<file path="src/rtl/pmem_norm_if.sv">
`default_nettype none
// ============================================================================
// pmem_norm_if : pmem read bus plus normalized-row valid/ready stream
// Revision 1.0
// ============================================================================
interface pmem_norm_if #(
   parameter int BW_PSUM = 12,
   parameter int COL     = 8,
   parameter int ADDR_W  = 4
);
   logic                     pmem_rd;
   logic [ADDR_W-1:0]        pmem_add;
   logic [BW_PSUM*COL-1:0]   pmem_out;
   logic [BW_PSUM*COL-1:0]   norm_out;
   logic                     norm_valid;
   logic                     norm_ready;
   logic [BW_PSUM+2:0]       sum_out;

   modport master (
      output pmem_rd, pmem_add, norm_out, norm_valid, sum_out,
      input  pmem_out, norm_ready
   );

   modport slave (
      input  pmem_rd, pmem_add, norm_out, norm_valid, sum_out,
      output pmem_out, norm_ready
   );
endinterface
`default_nettype wire

</file>
<file path="src/rtl/pmem_norm_reader.sv">
`default_nettype none
// ============================================================================
// pmem_norm_reader : reads psum rows from pmem, emits (|x| << FRAC) / sum(|x|)
// Revision 1.0
// ============================================================================
module pmem_norm_reader #(
   parameter int BW_PSUM = 12,
   parameter int COL     = 8,
   parameter int ADDR_W  = 4,
   parameter int FRAC    = 12
) (
   input  wire logic              clk,
   input  wire logic              reset,
   input  wire logic              start,
   input  wire logic [ADDR_W:0]   num_rows,
   input  wire logic              sign_mode,
   output      logic              busy,
   output      logic              done,
   pmem_norm_if.master            bus
);

   localparam int c_DIV_BITS = BW_PSUM + FRAC;
   localparam int c_SUM_W    = BW_PSUM + 3;
   localparam int c_CNT_W    = $clog2(c_DIV_BITS);
   localparam int c_ELEM_W   = (COL > 1) ? $clog2(COL) : 1;

   typedef enum logic [2:0] {
      S_IDLE, S_RD, S_CAP, S_SUM, S_DIV, S_OUT, S_FIN
   } state_t;

   state_t                    r_state, w_next;
   logic [ADDR_W:0]           r_num_rows, r_row;
   logic                      r_sign, r_done;
   logic [BW_PSUM*COL-1:0]    r_buf, r_norm;
   logic [c_SUM_W-1:0]        r_sum, r_rem, w_abs_sum, w_rem_nx;
   logic [c_SUM_W:0]          w_rem_sh;
   logic [c_DIV_BITS-1:0]     r_dvd;
   logic [BW_PSUM-2:0]        r_quot;
   logic [BW_PSUM-1:0]        w_quot_nx;
   logic [c_CNT_W-1:0]        r_bit;
   logic [c_ELEM_W-1:0]       r_elem, w_nxt_elem;
   logic                      w_q_bit, w_last_bit, w_last_elem, w_last_row;
   logic [BW_PSUM-1:0]        w_abs [COL];

   // Negating the most negative value wraps to itself, which read unsigned is 2^(BW_PSUM-1)
   for (genvar q = 0; q < COL; q++) begin : g_abs
      assign w_abs[q] = (r_sign && r_buf[BW_PSUM*(q+1)-1])
                        ? (~r_buf[BW_PSUM*q +: BW_PSUM] + 1'b1)
                        : r_buf[BW_PSUM*q +: BW_PSUM];
   end

   always_comb begin
      w_abs_sum = '0;
      for (int q = 0; q < COL; q++) begin
         w_abs_sum = w_abs_sum + c_SUM_W'(w_abs[q]);
      end
   end

   // Restoring step; a zero divisor suppresses every quotient bit
   assign w_rem_sh    = {r_rem, r_dvd[c_DIV_BITS-1]};
   assign w_q_bit     = (r_sum != '0) && (w_rem_sh >= {1'b0, r_sum});
   assign w_rem_nx    = w_q_bit ? c_SUM_W'(w_rem_sh - {1'b0, r_sum}) : w_rem_sh[c_SUM_W-1:0];
   assign w_quot_nx   = {r_quot, w_q_bit};
   assign w_last_bit  = (r_bit == c_CNT_W'(c_DIV_BITS - 1));
   assign w_last_elem = (r_elem == c_ELEM_W'(COL - 1));
   assign w_last_row  = (r_row == r_num_rows - 1'b1);
   assign w_nxt_elem  = r_elem + 1'b1;

   always_ff @(posedge clk) begin
      if (reset) r_state <= S_IDLE;
      else       r_state <= w_next;
   end

   always_comb begin
      w_next = r_state;
      unique case (r_state)
         S_IDLE: if (start) w_next = (num_rows != '0) ? S_RD : S_FIN;
         S_RD:   w_next = S_CAP;
         S_CAP:  w_next = S_SUM;
         S_SUM:  w_next = S_DIV;
         S_DIV:  if (w_last_bit && w_last_elem) w_next = S_OUT;
         S_OUT:  if (bus.norm_ready) w_next = w_last_row ? S_FIN : S_RD;
         S_FIN:  w_next = S_IDLE;
         default: w_next = S_IDLE;
      endcase
   end

   always_ff @(posedge clk) begin
      if (reset) begin
         r_num_rows <= '0;
         r_row      <= '0;
         r_sign     <= 1'b0;
         r_done     <= 1'b0;
         r_buf      <= '0;
         r_norm     <= '0;
         r_sum      <= '0;
         r_rem      <= '0;
         r_dvd      <= '0;
         r_quot     <= '0;
         r_bit      <= '0;
         r_elem     <= '0;
      end else begin
         r_done <= (r_state == S_FIN);
         case (r_state)
            S_IDLE: if (start) begin
               r_num_rows <= num_rows;
               r_sign     <= sign_mode;
               r_row      <= '0;
            end
            S_CAP: r_buf <= bus.pmem_out;
            S_SUM: begin
               r_sum  <= w_abs_sum;
               r_elem <= '0;
               r_bit  <= '0;
               r_rem  <= '0;
               r_quot <= '0;
               r_dvd  <= {w_abs[0], {FRAC{1'b0}}};
            end
            S_DIV: begin
               r_rem  <= w_rem_nx;
               r_quot <= w_quot_nx[BW_PSUM-2:0];
               r_dvd  <= r_dvd << 1;
               r_bit  <= r_bit + 1'b1;
               if (w_last_bit) begin
                  r_norm[r_elem*BW_PSUM +: BW_PSUM] <= w_quot_nx;
                  r_bit  <= '0;
                  r_rem  <= '0;
                  r_quot <= '0;
                  if (!w_last_elem) begin
                     r_elem <= w_nxt_elem;
                     r_dvd  <= {w_abs[w_nxt_elem], {FRAC{1'b0}}};
                  end
               end
            end
            S_OUT: if (bus.norm_ready && !w_last_row) r_row <= r_row + 1'b1;
            default: ;
         endcase
      end
   end

   assign bus.pmem_rd    = (r_state == S_RD);
   assign bus.pmem_add   = r_row[ADDR_W-1:0];
   assign bus.norm_out   = r_norm;
   assign bus.norm_valid = (r_state == S_OUT);
   assign bus.sum_out    = r_sum;
   assign busy           = (r_state != S_IDLE) && (r_state != S_FIN);
   assign done           = r_done;

endmodule
`default_nettype wire

</file>
<file path="src/flat_wrapper.sv">
// flat-port wrapper written by rule: the top's interface ports become plain ports
module pmem_norm_reader_flat 
#(
   parameter int BW_PSUM = 12,
   parameter int COL     = 8,
   parameter int ADDR_W  = 4,
   parameter int FRAC    = 12
)
  (clk, reset, start, num_rows, sign_mode, busy, done, bus_pmem_rd, bus_pmem_add, bus_norm_out, bus_norm_valid, bus_sum_out, bus_pmem_out, bus_norm_ready);
  pmem_norm_if #(.BW_PSUM(BW_PSUM), .COL(COL), .ADDR_W(ADDR_W)) bus_i ();
  input  wire logic clk;
  input  wire logic reset;
  input  wire logic start;
  input  wire logic [ADDR_W:0] num_rows;
  input  wire logic sign_mode;
  output      logic busy;
  output      logic done;
  output wire logic [$bits(bus_i.pmem_rd)-1:0] bus_pmem_rd;
  output wire logic [$bits(bus_i.pmem_add)-1:0] bus_pmem_add;
  output wire logic [$bits(bus_i.norm_out)-1:0] bus_norm_out;
  output wire logic [$bits(bus_i.norm_valid)-1:0] bus_norm_valid;
  output wire logic [$bits(bus_i.sum_out)-1:0] bus_sum_out;
  input wire logic [$bits(bus_i.pmem_out)-1:0] bus_pmem_out;
  input wire logic [$bits(bus_i.norm_ready)-1:0] bus_norm_ready;
  assign bus_pmem_rd = bus_i.pmem_rd;
  assign bus_pmem_add = bus_i.pmem_add;
  assign bus_norm_out = bus_i.norm_out;
  assign bus_norm_valid = bus_i.norm_valid;
  assign bus_sum_out = bus_i.sum_out;
  assign bus_i.pmem_out = bus_pmem_out;
  assign bus_i.norm_ready = bus_norm_ready;
  pmem_norm_reader #(.BW_PSUM(BW_PSUM), .COL(COL), .ADDR_W(ADDR_W), .FRAC(FRAC)) u_core (.clk(clk), .reset(reset), .start(start), .num_rows(num_rows), .sign_mode(sign_mode), .busy(busy), .done(done), .bus(bus_i));
endmodule
</file>
<file path="config.mk">
export PLATFORM = sky130hd
export DESIGN_NAME = pmem_norm_reader_flat
export DESIGN_NICKNAME = d
export VERILOG_FILES = /design/src/rtl/pmem_norm_if.sv /design/src/rtl/pmem_norm_reader.sv /design/src/flat_wrapper.sv
export SDC_FILE = /design/constraint.sdc
export NUM_CORES = 1
export LEC_CHECK = 0
export ABC_AREA = 1
export CORE_ASPECT_RATIO = 0.9
export CORE_MARGIN = 3
export CORE_UTILIZATION = 55
export DETAILED_ROUTE_END_ITERATION = 10
export DONT_BUFFER_PORTS = 1
export PLACE_DENSITY = 0.7
export SLEW_MARGIN = 20
export SYNTH_ARGS = -nofsm -noshare
export SYNTH_HDL_FRONTEND = slang
export SYNTH_SLANG_ARGS = --single-unit
export TNS_END_PERCENT = 50
</file>
<file path="constraint.sdc">
create_clock -name clk -period 6.6 [get_ports clk]
set_input_delay 1.32 -clock clk [delete_from_list [all_inputs] [get_ports clk]]
set_output_delay 1.32 -clock clk [all_outputs]
set_load 0.005 [all_outputs]
</file>
==> reports/summary.log, run 1 <==
qor: grt.grt_pass1_wl 87.1 mm
qor: floorplan.floorplan.initialDensity 56.3%
qor: synth.syn-num-nets 2809
qor: place.hpwlAfterDp 43.5 mm
qor: worst_setup_path.timing.critical_path.to_type flip-flop
qor: finish.nNetsFinal 2752
qor: floorplan.pin_count 225
qor: sta.fin_hold_ws 0.478 ns
qor: grt.total_track_usage 31.8%
qor: worst_setup_path.critical_path.reg2reg.endpoint u_core.bus.sum_out[14]
qor: routing.route.detailed.drc 0
qor: sta.tightest_slew 1.05 ns
qor: worst_setup_path.critPathSlowestCell fa_1
qor: finish.final_util 60.3%
qor: place.port_buffers 0
qor: sta.achievable-frequency 0.162 GHz
qor: synth.synthesis.area 0.0176 mm²
qor: sta.hold_viol 0
qor: synth.postSynthRegisterBits 268
qor: sta.timing.final.setup_violations 0
qor: synth.post-synth-top-count-cell nand2_1
qor: sta.fin_crit_sh 93.8%
qor: clock_network.number_of_buffers_created_by_cts 28
qor: sta.final_critical_path_setup_slack 0.411 ns
qor: sta.grt_setup_unrepaired false
qor: synth.post_synth.cell_area_avg 6.81 µm²
qor: clock_network.clkSlewWorstSetupHoldPaths 0.06 ns
qor: place.place_congestion 1.04
qor: routing.met2_wirelength 22.7 mm
qor: finish.area_delta_synth_final 7.20%
qor: sta.fin_skew 0.0220 ns
qor: synth.post_synth_main_area_contributors dfxtp_1 (31%), nand2_1 (11%), a21oi_1 (8.9%)
qor: clock_network.cts.root.buffer_cell clkbuf_16
qor: synth.yosys_warnings 0
qor: routing.vias_per_cell 5.79
qor: routing.route.detailed.wl_per_inst 19.1 µm
qor: place.dpl_worst_slack 0.170 ns
qor: worst_setup_path.reg2reg_depth 34
qor: worst_setup_path.timing.critical_path.arrival 6.62 ns
qor: floorplan.rows 61
qor: worst_hold_path.hp-class flip-flop to flip-flop
qor: worst_setup_path.path_common_cell nand2_1
qor: sta.final_period_minus_worst_setup_slack 6.19 ns
qor: clock_network.cts_h_tree_depth 1
qor: job.drv.max_cap_violation_count 0
qor: synth.synth-async-reset-ratio 0%
qor: synth.postSynth.topFlopCell dfxtp_1
qor: routing.drt_iter0_drc 1736
qor: floorplan.fp.coreArea 0.0312 mm²
qor: clock_network.clock_insertion_delay_worst_skew 0.57 ns
qor: power.leakage_power_total 8.41 nW
qor: routing.met1Wirelength 27.2 mm
qor: routing.top_layer_used met4
qor: floorplan.die_area 0.0341 mm²
qor: routing.num_vias 17100
qor: routing.route.met3.wl 5.90 mm
qor: synth.number_of_enable_flip_flop_cells_after_synthesis 0
qor: clock_network.number_of_buffers_on_the_longest_clock_path 3
qor: routing.antenna_violating_nets_post_route 0
qor: clock_network.clock_sink_count 268
qor: worst_setup_path.data_required_time_at_the_worst_endpoint 7.03 ns
qor: worst_setup_path.setup.worst_path.start_class flip-flop
qor: grt.first_global_vias 15500
qor: floorplan.floorplan.die.height 176 µm
qor: power.p_per_area 301 mW/mm²
qor: worst_setup_path.r2r-start u_core.r_buf[0]
qor: sta.final_max_slew_viol_count 0
qor: worst_setup_path.critPathKind flip-flop to flip-flop
qor: worst_hold_path.min_delay_worst_endpoint u_core.bus.norm_out[49]
qor: grt.grt-ovfl-total 0
qor: place.dpl_cell_area 0.0178 mm²
qor: worst_hold_path.timing.hold.worst.start u_core.bus.norm_out[49]
qor: routing.drt-pass1-iter-count 5
qor: synth.synth.top_cell.area_share 30.5%
qor: worst_setup_path.critical-path-max-stage-delay 0.55 ns
qor: synth.ys_top_cells_by_count nand2_1 (523), inv_1 (338), a21oi_1 (313)
qor: finish.final_design_instance_area_without_fill 0.0188 mm²
qor: sta.setup-tns-final 0 ns
qor: synth.synth_cell_type_count 53
qor: finish.drive_gt1_share 4.64%
qor: clock_network.holdBufCountCts 0
qor: power.worst_ir_drop_vdd 0.241 mV
qor: synth.synth_area_leader_cell dfxtp_1
qor: floorplan.die_x 194 µm
qor: routing.wirelength 56.5 mm
qor: grt.grt_max_degree 113
qor: synth.synth_seq_area_share 30.5%
qor: synth.postSynthCellCount 2578
qor: sta.maxSlewHeadroom 29.8%
qor: outcome.outcome complete, no violations
qor: clock_network.tritoncts_clock_tree built
qor: worst_setup_path.path_max_fanout 5
qor: finish.n_antenna_cell 0
qor: grt.grt_antenna_before_repair 0
qor: worst_hold_path.hold_crit_depth 2
qor: worst_setup_path.reg2reg_slack 0.41 ns
==> state kept, by name, indices dropped and copies added (netlist names) <==
register	cells
u_core.bus.sum_out	15
u_core.r_bit	5
u_core.r_state	3
u_core.r_row	5
u_core.r_num_rows	5
u_core.r_buf	96
u_core.r_rem	15
u_core.r_elem	3
u_core.r_sign	1
u_core.r_quot	11
u_core.bus.norm_out	96
u_core.done	1
u_core.r_dvd	12
==> power breakdown <==
group          switching, mW  internal, mW
Combinational           1.38         0.724
Sequential            0.0810          1.73
Clock                  0.685          1.07
Total                   2.15          3.52
==> critical path, delay by kind of cell (launching register included) <==
kind,cells,cell delay [ns]
adders and majority gates,7,2.94
AOI/OAI and AO/OA,7,0.99
and+or+nand+nor,11,0.88
DFF,1,0.33
buffers and inverters,7,0.62
xor gates and xnor gates,2,0.32
==> final cells by class <==
class / instances / area (µm²)
fillers: 3006 / 12400
multi-input cells: 1849 / 10500
flip-flops and latches: 268 / 5370
inverters: 358 / 1360
clock buffers: 40 / 827
well taps: 409 / 512
clock inverters: 12 / 199
repair buffers: 16 / 120
==> worst max-delay path by stage <==
stage / from / end / slack (ns) / cells after the start
CTS: u_core.r_buf[0] / u_core.bus.sum_out[14] / 0.17 / 33
finish: u_core.r_buf[0] / u_core.bus.sum_out[14] / 0.41 / 34
floorplan: u_core.r_sign / u_core.bus.sum_out[14] / 0.74 / 31
global route: u_core.r_buf[0] / u_core.bus.sum_out[14] / 0.00009 / 34
detailed placement: u_core.r_buf[0] / u_core.bus.sum_out[14] / 0.17 / 33
global placement: u_core.r_buf[0] / u_core.bus.sum_out[14] / 0.40 / 34
==> metal layers <==
metal  vias up  global-route usage [%]
met4         0                    4.61
met3        62                    7.48
li1       8293                       -
met2       738                    44.7
met5         -                       0
met1      7995                    50.3
==> metrics by stage <==
stage	power (mW)	std cells
finish	5.67	2952
CTS	5.66	2950
detailed placement	3.90	2898
global placement	3.85	2898
floorplan	3.38	2578
global route	6.03	2952
==> timing repair <==
action / in CTS / in global routing
resized for setup: 0 / 7
setup buffers: 0 / 2
endpoints found under the setup margin: 0 / 4
==> kinds of logic (layout without fill, tap and decap cells) <==
family | after synthesis | count (layout) | share of synthesized area [%]
and+or+nand+nor | 979 | 979 | 23.6
AOI/OAI and AO/OA | 664 | 664 | 20.2
buffers and inverters | 461 | 426 | 10.1
DFF | 268 | 268 | 30.5
adders and majority gates | 125 | 125 | 11.5
xor gates and xnor gates | 81 | 81 | 4.04
==> layout by cell type (no fill, tap or decap), types with 13 or more instances in the layout <==
master	instances
clkbuf_16	29
o21ai_0	247
dfxtp_1	268
o211ai_1	18
inv_2	13
a21oi_1	313
buf_4	16
xor2_1	64
o21a_1	24
nor2_1	208
xnor2_1	17
fa_1	61
nand2_1	522
nand3_1	169
inv_1	335
ha_1	63
o22ai_1	13
nand4_1	19
nor3_1	16
(Power assumes the default switching activity.)
==> run 2: changes to the inputs <==
--- a/config.mk
+++ b/config.mk
@@ -9,8 +9,10 @@
 export CORE_ASPECT_RATIO = 0.9
 export CORE_MARGIN = 3
 export CORE_UTILIZATION = 55
+export CTS_CLUSTER_DIAMETER = 200
 export DETAILED_ROUTE_END_ITERATION = 10
 export DONT_BUFFER_PORTS = 1
+export GPL_TIMING_DRIVEN = 0
 export PLACE_DENSITY = 0.7
 export SLEW_MARGIN = 20
 export SYNTH_ARGS = -nofsm -noshare
==> reports/summary.log, run 2 (same netlist as run 1, synthesis figures left out) <==
qor: worst_setup_path.critical-path-max-stage-delay 0.61 ns [+0.06 ns]
qor: clock_network.number_of_buffers_on_the_longest_clock_path 3 [unchanged]
qor: grt.total_track_usage 35.8% [+4.0 points]
qor: sta.fin_skew 0.0195 ns [-0.00251 ns]
qor: clock_network.number_of_buffers_created_by_cts 28 [unchanged]
qor: sta.tightest_slew 1.18 ns [+0.135 ns]
qor: sta.final_period_minus_worst_setup_slack 6.36 ns [+0.173 ns]
qor: sta.timing.final.setup_violations 0 [unchanged]
qor: clock_network.cts_h_tree_depth 1 [unchanged]
qor: worst_hold_path.hp-class flip-flop to flip-flop
qor: sta.fin_crit_sh 96.4% [+2.6 points]
qor: routing.route.detailed.drc 0 [unchanged]
qor: worst_setup_path.path_max_fanout 10 [+5]
qor: grt.grt_antenna_before_repair 2 [+2]
qor: worst_setup_path.critical_path.reg2reg.endpoint u_core.bus.sum_out[14]
qor: routing.route.detailed.wl_per_inst 21.0 µm [+9.6%]
qor: place.port_buffers 0 [unchanged]
qor: finish.final_cell_mix nand2_1 (523), inv_1 (338), a21oi_1 (312)
qor: finish.drive_gt1_share 5.14% [+0.49 points]
qor: worst_setup_path.timing.critical_path.to_type flip-flop
qor: clock_network.clock_sink_count 268 [unchanged]
qor: routing.num_vias 18000 [+5.1%]
qor: floorplan.die_area 0.0341 mm² [unchanged]
qor: worst_setup_path.data_required_time_at_the_worst_endpoint 7.03 ns [about the same]
qor: worst_setup_path.critPathSlowestCell fa_2
qor: outcome.outcome complete, no violations
qor: place.hpwlAfterDp 50.2 mm [+15%]
qor: grt.grt_pass1_wl 95.1 mm [+9.2%]
qor: routing.wirelength 63.7 mm [+13%]
qor: routing.antenna_violating_nets_post_route 0 [unchanged]
qor: grt.first_global_vias 16300 [+5.4%]
qor: finish.area_of_all_sequential_standard_cells 0.00537 mm² [about the same]
qor: worst_setup_path.critical_path_source u_core.r_sign
qor: floorplan.floorplan.die.height 176 µm [unchanged]
qor: worst_setup_path.path_common_cell inv_1
qor: floorplan.fp.coreArea 0.0312 mm² [unchanged]
qor: place.dpl_worst_slack -0.548 ns [-0.719 ns]
qor: job.drv.max_cap_violation_count 0 [unchanged]
qor: routing.drt-pass1-iter-count 8 [+3]
qor: power.worst_ir_drop_vdd 0.282 mV [+17%]
qor: floorplan.pin_count 225 [unchanged]
qor: worst_setup_path.crit_family adder cells
qor: worst_setup_path.logic_depth_of_the_worst_setup_path_including_buffers 31 [-8.8%]
qor: clock_network.clock_insertion_delay_worst_skew 0.57 ns [about the same]
qor: sta.final_critical_path_setup_slack 0.238 ns [-0.173 ns]
qor: finish.nNetsFinal 2840 [+3.2%]
qor: floorplan.rows 61 [unchanged]
qor: finish.area_delta_synth_final 8.81%
qor: floorplan.floorplan.initialDensity 56.3% [unchanged]
qor: sta.maxSlewHeadroom 21.2% [-8.6 points]
qor: worst_setup_path.critPathKind flip-flop to flip-flop
qor: worst_setup_path.reg2reg_depth 31 [-8.8%]
qor: worst_setup_path.cp-endpoint u_core.bus.sum_out[14]
qor: finish.final_util 61.2% [+0.91 points]
qor: routing.drt_iter0_drc 1862 [+7.3%]
qor: finish.multiInputGateArea 0.0105 mm² [+0.66%]
qor: grt.grt-ovfl-total 0 [unchanged]
qor: clock_network.clkSlewWorstSetupHoldPaths 0.06 ns [about the same]
qor: worst_hold_path.hold_crit_depth 2 [unchanged]
qor: worst_setup_path.setup.worst_path.start_class flip-flop
qor: finish.num-fill-cells 2989 [-0.57%]
qor: power.p_per_area 296 mW/mm² [-1.8%]
qor: clock_network.tritoncts_clock_tree built
qor: power.leakage_power_total 8.51 nW [+1.2%]
qor: worst_setup_path.reg2reg_slack 0.24 ns [-0.17 ns]
qor: sta.final_max_slew_viol_count 0 [unchanged]
qor: grt.grt_max_degree 15 [-87%]
qor: floorplan.die_x 194 µm [unchanged]
qor: sta.achievable-frequency 0.157 GHz [-2.7%]
qor: worst_setup_path.r2r-start u_core.r_sign
qor: routing.vias_per_cell 5.91 [+2.1%]
qor: worst_setup_path.critical_path.n_buffers_inverters 8 [+1]
qor: worst_setup_path.timing.critical_path.arrival 6.79 ns [+0.17 ns]
qor: place.place_congestion 1.02 [-2.5%]
qor: finish.layout.cells.most_common nand2_1
qor: clock_network.cts.root.buffer_cell clkbuf_16
qor: sta.hold_viol 0 [unchanged]
-- run 2: cell count changes in the layout (fill, tap and decap cells not counted), sizes merged --
cell / before / now
buf: 16 / 22
bufinv: 5 / 2
clkbuf: 40 / 119
clkinv: 12 / 16
clkinvlp: 2 / 0
diode: 0 / 1
inv: 351 / 353
-- run 2: worst min path at each step --
stage          slack [ns]                       to               startpoint
2_1_floorplan        0.44  u_core.bus.norm_out[17]  u_core.bus.norm_out[17]
3_3_place_gp         0.46  u_core.bus.norm_out[50]  u_core.bus.norm_out[50]
3_5_place_dp         0.46  u_core.bus.norm_out[49]  u_core.bus.norm_out[49]
4_1_cts              0.47  u_core.bus.norm_out[49]  u_core.bus.norm_out[49]
5_1_grt              0.49  u_core.bus.norm_out[49]  u_core.bus.norm_out[49]
6_report             0.47  u_core.bus.norm_out[81]  u_core.bus.norm_out[81]
-- run 2: report_power, final --
group | switching (mW) | internal [mW] | total [mW]
clock | 0.687 | 0.902 | 1.59
combinational | 1.48 | 0.768 | 2.25
sequential | 0.0850 | 1.73 | 1.81
total | 2.25 | 3.40 | 5.65
-- run 2: per-stage QoR --
stage	power [mW]	TNS, ns	instances	instance area (µm²)	hold slack [ns]
after floorplan	3.38	0	2578	17600	0.440
after global placement	3.95	-1.66	2987	18100	0.460
after detailed placement	3.99	-2.10	2987	18100	0.461
after CTS	5.57	0	3037	19000	0.470
after global routing	5.99	-0.0548	3039	19100	0.489
final	5.65	0	3039	19100	0.470
-- run 2: layer usage --
metal | global-route usage [%] | up-vias | wire length, µm | share of wire, %
met5 | 0 | - | 0 | 0
met4 | 9.54 | 0 | 1650 | 2.6
met3 | 10.2 | 98 | 8740 | 14
met2 | 49.5 | 1016 | 25100 | 39
met1 | 54.4 | 8402 | 28200 | 44
li1 | - | 8449 | - | -
-- run 2: area by class of cell --
cell class	instances	area share [%]
Buffer	103	2.34
Antenna cell	1	0.0131
Clock inverter	13	0.681
Tap cell	409	2.68
Timing Repair Buffer	1	0.0393
Inverter	358	7.06
Clock buffer	37	4.05
Multi-Input combinational cell	1849	55.1
Sequential cell	268	28.1
-- run 2: worst reg2reg max path, delay by kind of cell, from the launching register on --
kind                       cells  cell delay [ns]
xor gates and xnor gates       3             0.52
adders and majority gates      6             2.74
buffers and inverters          8             0.85
DFF                            1             0.44
AOI/OAI and AO/OA              7             1.00
and+or+nand+nor                7             0.67
-- run 2: repair_timing --
action,CTS,global route
hold buffers,0,0
setup buffers,0,1
setup endpoints to repair,6,6
pin swaps,0,6
endpoints found under the hold margin,0,0
gates resized for setup,8,23
==> run 3: changes to the inputs <==
--- a/config.mk
+++ b/config.mk
@@ -7,7 +7,7 @@
 export LEC_CHECK = 0
 export ABC_AREA = 1
 export CORE_ASPECT_RATIO = 0.9
-export CORE_MARGIN = 3
+export CORE_MARGIN = 5
 export CORE_UTILIZATION = 55
 export CTS_CLUSTER_DIAMETER = 200
 export DETAILED_ROUTE_END_ITERATION = 10
==> reports/summary.log, run 3 (same netlist as run 1, synthesis figures left out) <==
qor: clock_network.cts.root.buffer_cell clkbuf_16
qor: power.sw_frac_of_total 39.0% [-0.81 points]
qor: sta.final_max_slew_viol_count 0 [unchanged]
qor: floorplan.rows 62 [+1.6%]
qor: power.worst_ir_drop_vdd 0.248 mV [-12%]
qor: routing.wirelength 65.2 mm [+2.3%]
qor: grt.total_track_usage 35.1% [-0.77 points]
qor: finish.layout.cells.most_common nand2_1
qor: power.share_seq_of_total_power 31.2% [-0.9 points]
qor: clock_network.tritoncts_clock_tree built
qor: worst_setup_path.critPathKind flip-flop to flip-flop
qor: floorplan.floorplan.initialDensity 55.4% [-0.91 points]
qor: worst_setup_path.data_required_time_at_the_worst_endpoint 7.04 ns [about the same]
qor: place.place_congestion 1.01 [-1.0%]
qor: power.p_per_area 302 mW/mm² [+2.1%]
qor: worst_setup_path.timing.critical_path.to_type flip-flop
qor: clock_network.clock_insertion_delay_worst_skew 0.58 ns [about the same]
qor: place.total_placed_cells_including_tap_cells 2994 [+0.23%]
qor: power.power.total 5.82 mW [+3.0%]
qor: worst_setup_path.setup.worst_path.start_class flip-flop
qor: place.hpwlAfterDp 51.5 mm [+2.7%]
qor: worst_setup_path.path_max_fanout 4 [-6]
qor: sta.final_period_minus_worst_setup_slack 6.37 ns [+0.0122 ns]
qor: sta.achievable-frequency 0.157 GHz [-0.19%]
qor: worst_hold_path.hp-class flip-flop to flip-flop
qor: sta.timing.final.setup_violations 0 [unchanged]
qor: routing.drt-pass1-iter-count 6 [-2]
qor: routing.vias_per_cell 5.91 [about the same]
qor: grt.first_global_vias 16600 [+1.7%]
qor: finish.num-fill-cells 2998 [+0.30%]
qor: floorplan.die_x 198 µm [+2.1%]
qor: sta.maxSlewHeadroom 35.0% [+14 points]
qor: clock_network.clock_sink_count 268 [unchanged]
qor: floorplan.floorplan.die.height 180 µm [+2.3%]
qor: clock_network.cts_h_tree_depth 1 [unchanged]
qor: place.port_buffers 0 [unchanged]
qor: grt.grt-ovfl-total 0 [unchanged]
qor: routing.num_vias 18000 [+0.24%]
qor: sta.tightest_slew 0.965 ns [-0.217 ns]
qor: floorplan.pin_count 225 [unchanged]
qor: power.pwr-share-comb 38.4% [-1.4 points]
qor: routing.drt_iter0_drc 1782 [-4.3%]
qor: sta.fin_skew 0.0227 ns [+0.00315 ns]
qor: grt.grt_max_degree 16 [+1]
qor: finish.final_cell_count_without_fillers 3049 [+0.33%]
qor: finish.nNetsFinal 2841 [+0.035%]
qor: power.cellInternalPower 3.55 mW [+4.4%]
qor: clock_network.number_of_buffers_created_by_cts 28 [unchanged]
qor: clock_network.clkSlewWorstSetupHoldPaths 0.06 ns [about the same]
qor: power.leakage_power_total 8.57 nW [+0.77%]
qor: clock_network.number_of_buffers_on_the_longest_clock_path 3 [unchanged]
qor: sta.fin_hold_ws 0.465 ns [-0.00485 ns]
qor: grt.grt_pass1_wl 97.7 mm [+2.7%]
qor: routing.route.detailed.wl_per_inst 21.4 µm [+2.0%]
qor: floorplan.die_area 0.0356 mm² [+4.4%]
qor: sta.fin_crit_sh 96.6% [+0.18 points]
qor: routing.antenna_violating_nets_post_route 0 [unchanged]
qor: clock_network.holdBufCountCts 0 [unchanged]
qor: sta.hold_viol 0 [unchanged]
qor: finish.area_delta_synth_final 9.81%
qor: outcome.outcome complete, no violations
qor: worst_setup_path.timing.critical_path.arrival 6.82 ns [+0.03 ns]
qor: job.drv.max_cap_violation_count 0 [unchanged]
qor: power.clock_power_share 30.4% [+2.3 points]
qor: floorplan.fp.coreArea 0.0317 mm² [+1.6%]
qor: power.p_sw 2.27 mW [+0.90%]
qor: finish.drive_gt1_share 5.78% [+0.64 points]
qor: routing.route.detailed.drc 0 [unchanged]
qor: grt.grt_antenna_before_repair 2 [unchanged]
qor: finish.final_cell_mix nand2_1 (523), inv_1 (331), a21oi_1 (311)
-- run 3: changes by cell type in the layout (fill, tap and decap cells not counted), sizes merged --
cell / before / now
clkbuf: 119 / 114
bufinv: 2 / 6
buf: 22 / 25
clkinvlp: 0 / 3
clkinv: 16 / 14
-- run 3: path summary, 6_finish.rpt --
check	slack (ns)	from	to	cells after the start
setup / recovery	0.23	u_core.r_buf[0]	u_core.bus.sum_out[14]	27
hold / removal	0.47	u_core.bus.norm_out[65]	u_core.bus.norm_out[65]	2
hold reg to reg	0.47	u_core.bus.norm_out[65]	u_core.bus.norm_out[65]	2
setup reg to reg	0.23	u_core.r_buf[0]	u_core.bus.sum_out[14]	27
-- run 3: per-stage QoR --
step	setup TNS, ns	instance area, µm²	utilization [%]	setup WS [ns]
6_report	0	19300	60.8	0.226
5_1_grt	-0.0231	19300	60.8	-0.0231
4_1_cts	0	19100	60.3	0.00565
3_5_place_dp	-2.88	18100	57.0	-0.698
3_3_place_gp	-2.40	18100	57.0	-0.640
2_1_floorplan	0	17600	-	0.741
-- run 3: worst max-delay path, stage by stage (launching register included) --
cell and delay (ns):
dfxtp_1 0.41, inv_2 0.09, ha_1 0.23, nand3_1 0.12, nand2_1 0.08, xor2_1 0.35
ha_1 0.34, inv_1 0.14, nor3_1 0.07, nand2_1 0.06, o211ai_1 0.15, a21oi_2 0.18
o21ai_2 0.07, buf_4 0.14, xnor2_2 0.14, fa_1 0.59, fa_1 0.54, fa_1 0.52
fa_1 0.56, inv_1 0.05, ha_1 0.34, nand2_1 0.08, nand2_1 0.06, a31oi_1 0.20
nand3_2 0.16, a211oi_2 0.24, xor2_1 0.26, a21oi_1 0.10
-- run 3: what timing repair did --
item,4_1_cts,5_1_grt
setup endpoints to repair,6,6
gates cloned,0,0
setup buffers,1,1
gates resized for setup,9,35
pin swaps,2,3
-- run 3: cell type report --
class / instances / area (µm²) / share of cell area, %
clock buffers: 34 / 763 / 3.96
flip-flops and latches: 268 / 5370 / 27.8
well taps: 416 / 520 / 2.70
inverters: 358 / 1350 / 6.99
clock inverters: 18 / 267 / 1.38
diodes: 1 / 2.50 / 0.0130
repair buffers: 2 / 15.0 / 0.0778
plain buffers: 103 / 455 / 2.36
multi-input cells: 1849 / 10600 / 54.7
-- run 3: power by group through the flow --
| stage | clock network [mW] | logic (mW) | registers, mW |
|---|---|---|---|
| final | 1.77 | 2.24 | 1.81 |
| after global routing | 1.85 | 2.49 | 1.83 |
| after CTS | 1.78 | 2.16 | 1.81 |
| after detailed placement | 0 | 2.15 | 1.85 |
| after global placement | 0 | 2.09 | 1.84 |
| after floorplan | 0 | 1.56 | 1.82 |
-- run 3: layer usage --
metal	GRT usage, %	share of wire, %	routed length (µm)
met1	53.4	45	29600
met5	0	0	0
met4	7.16	2.4	1550
met2	49.9	40	26400
met3	9.25	12	7670
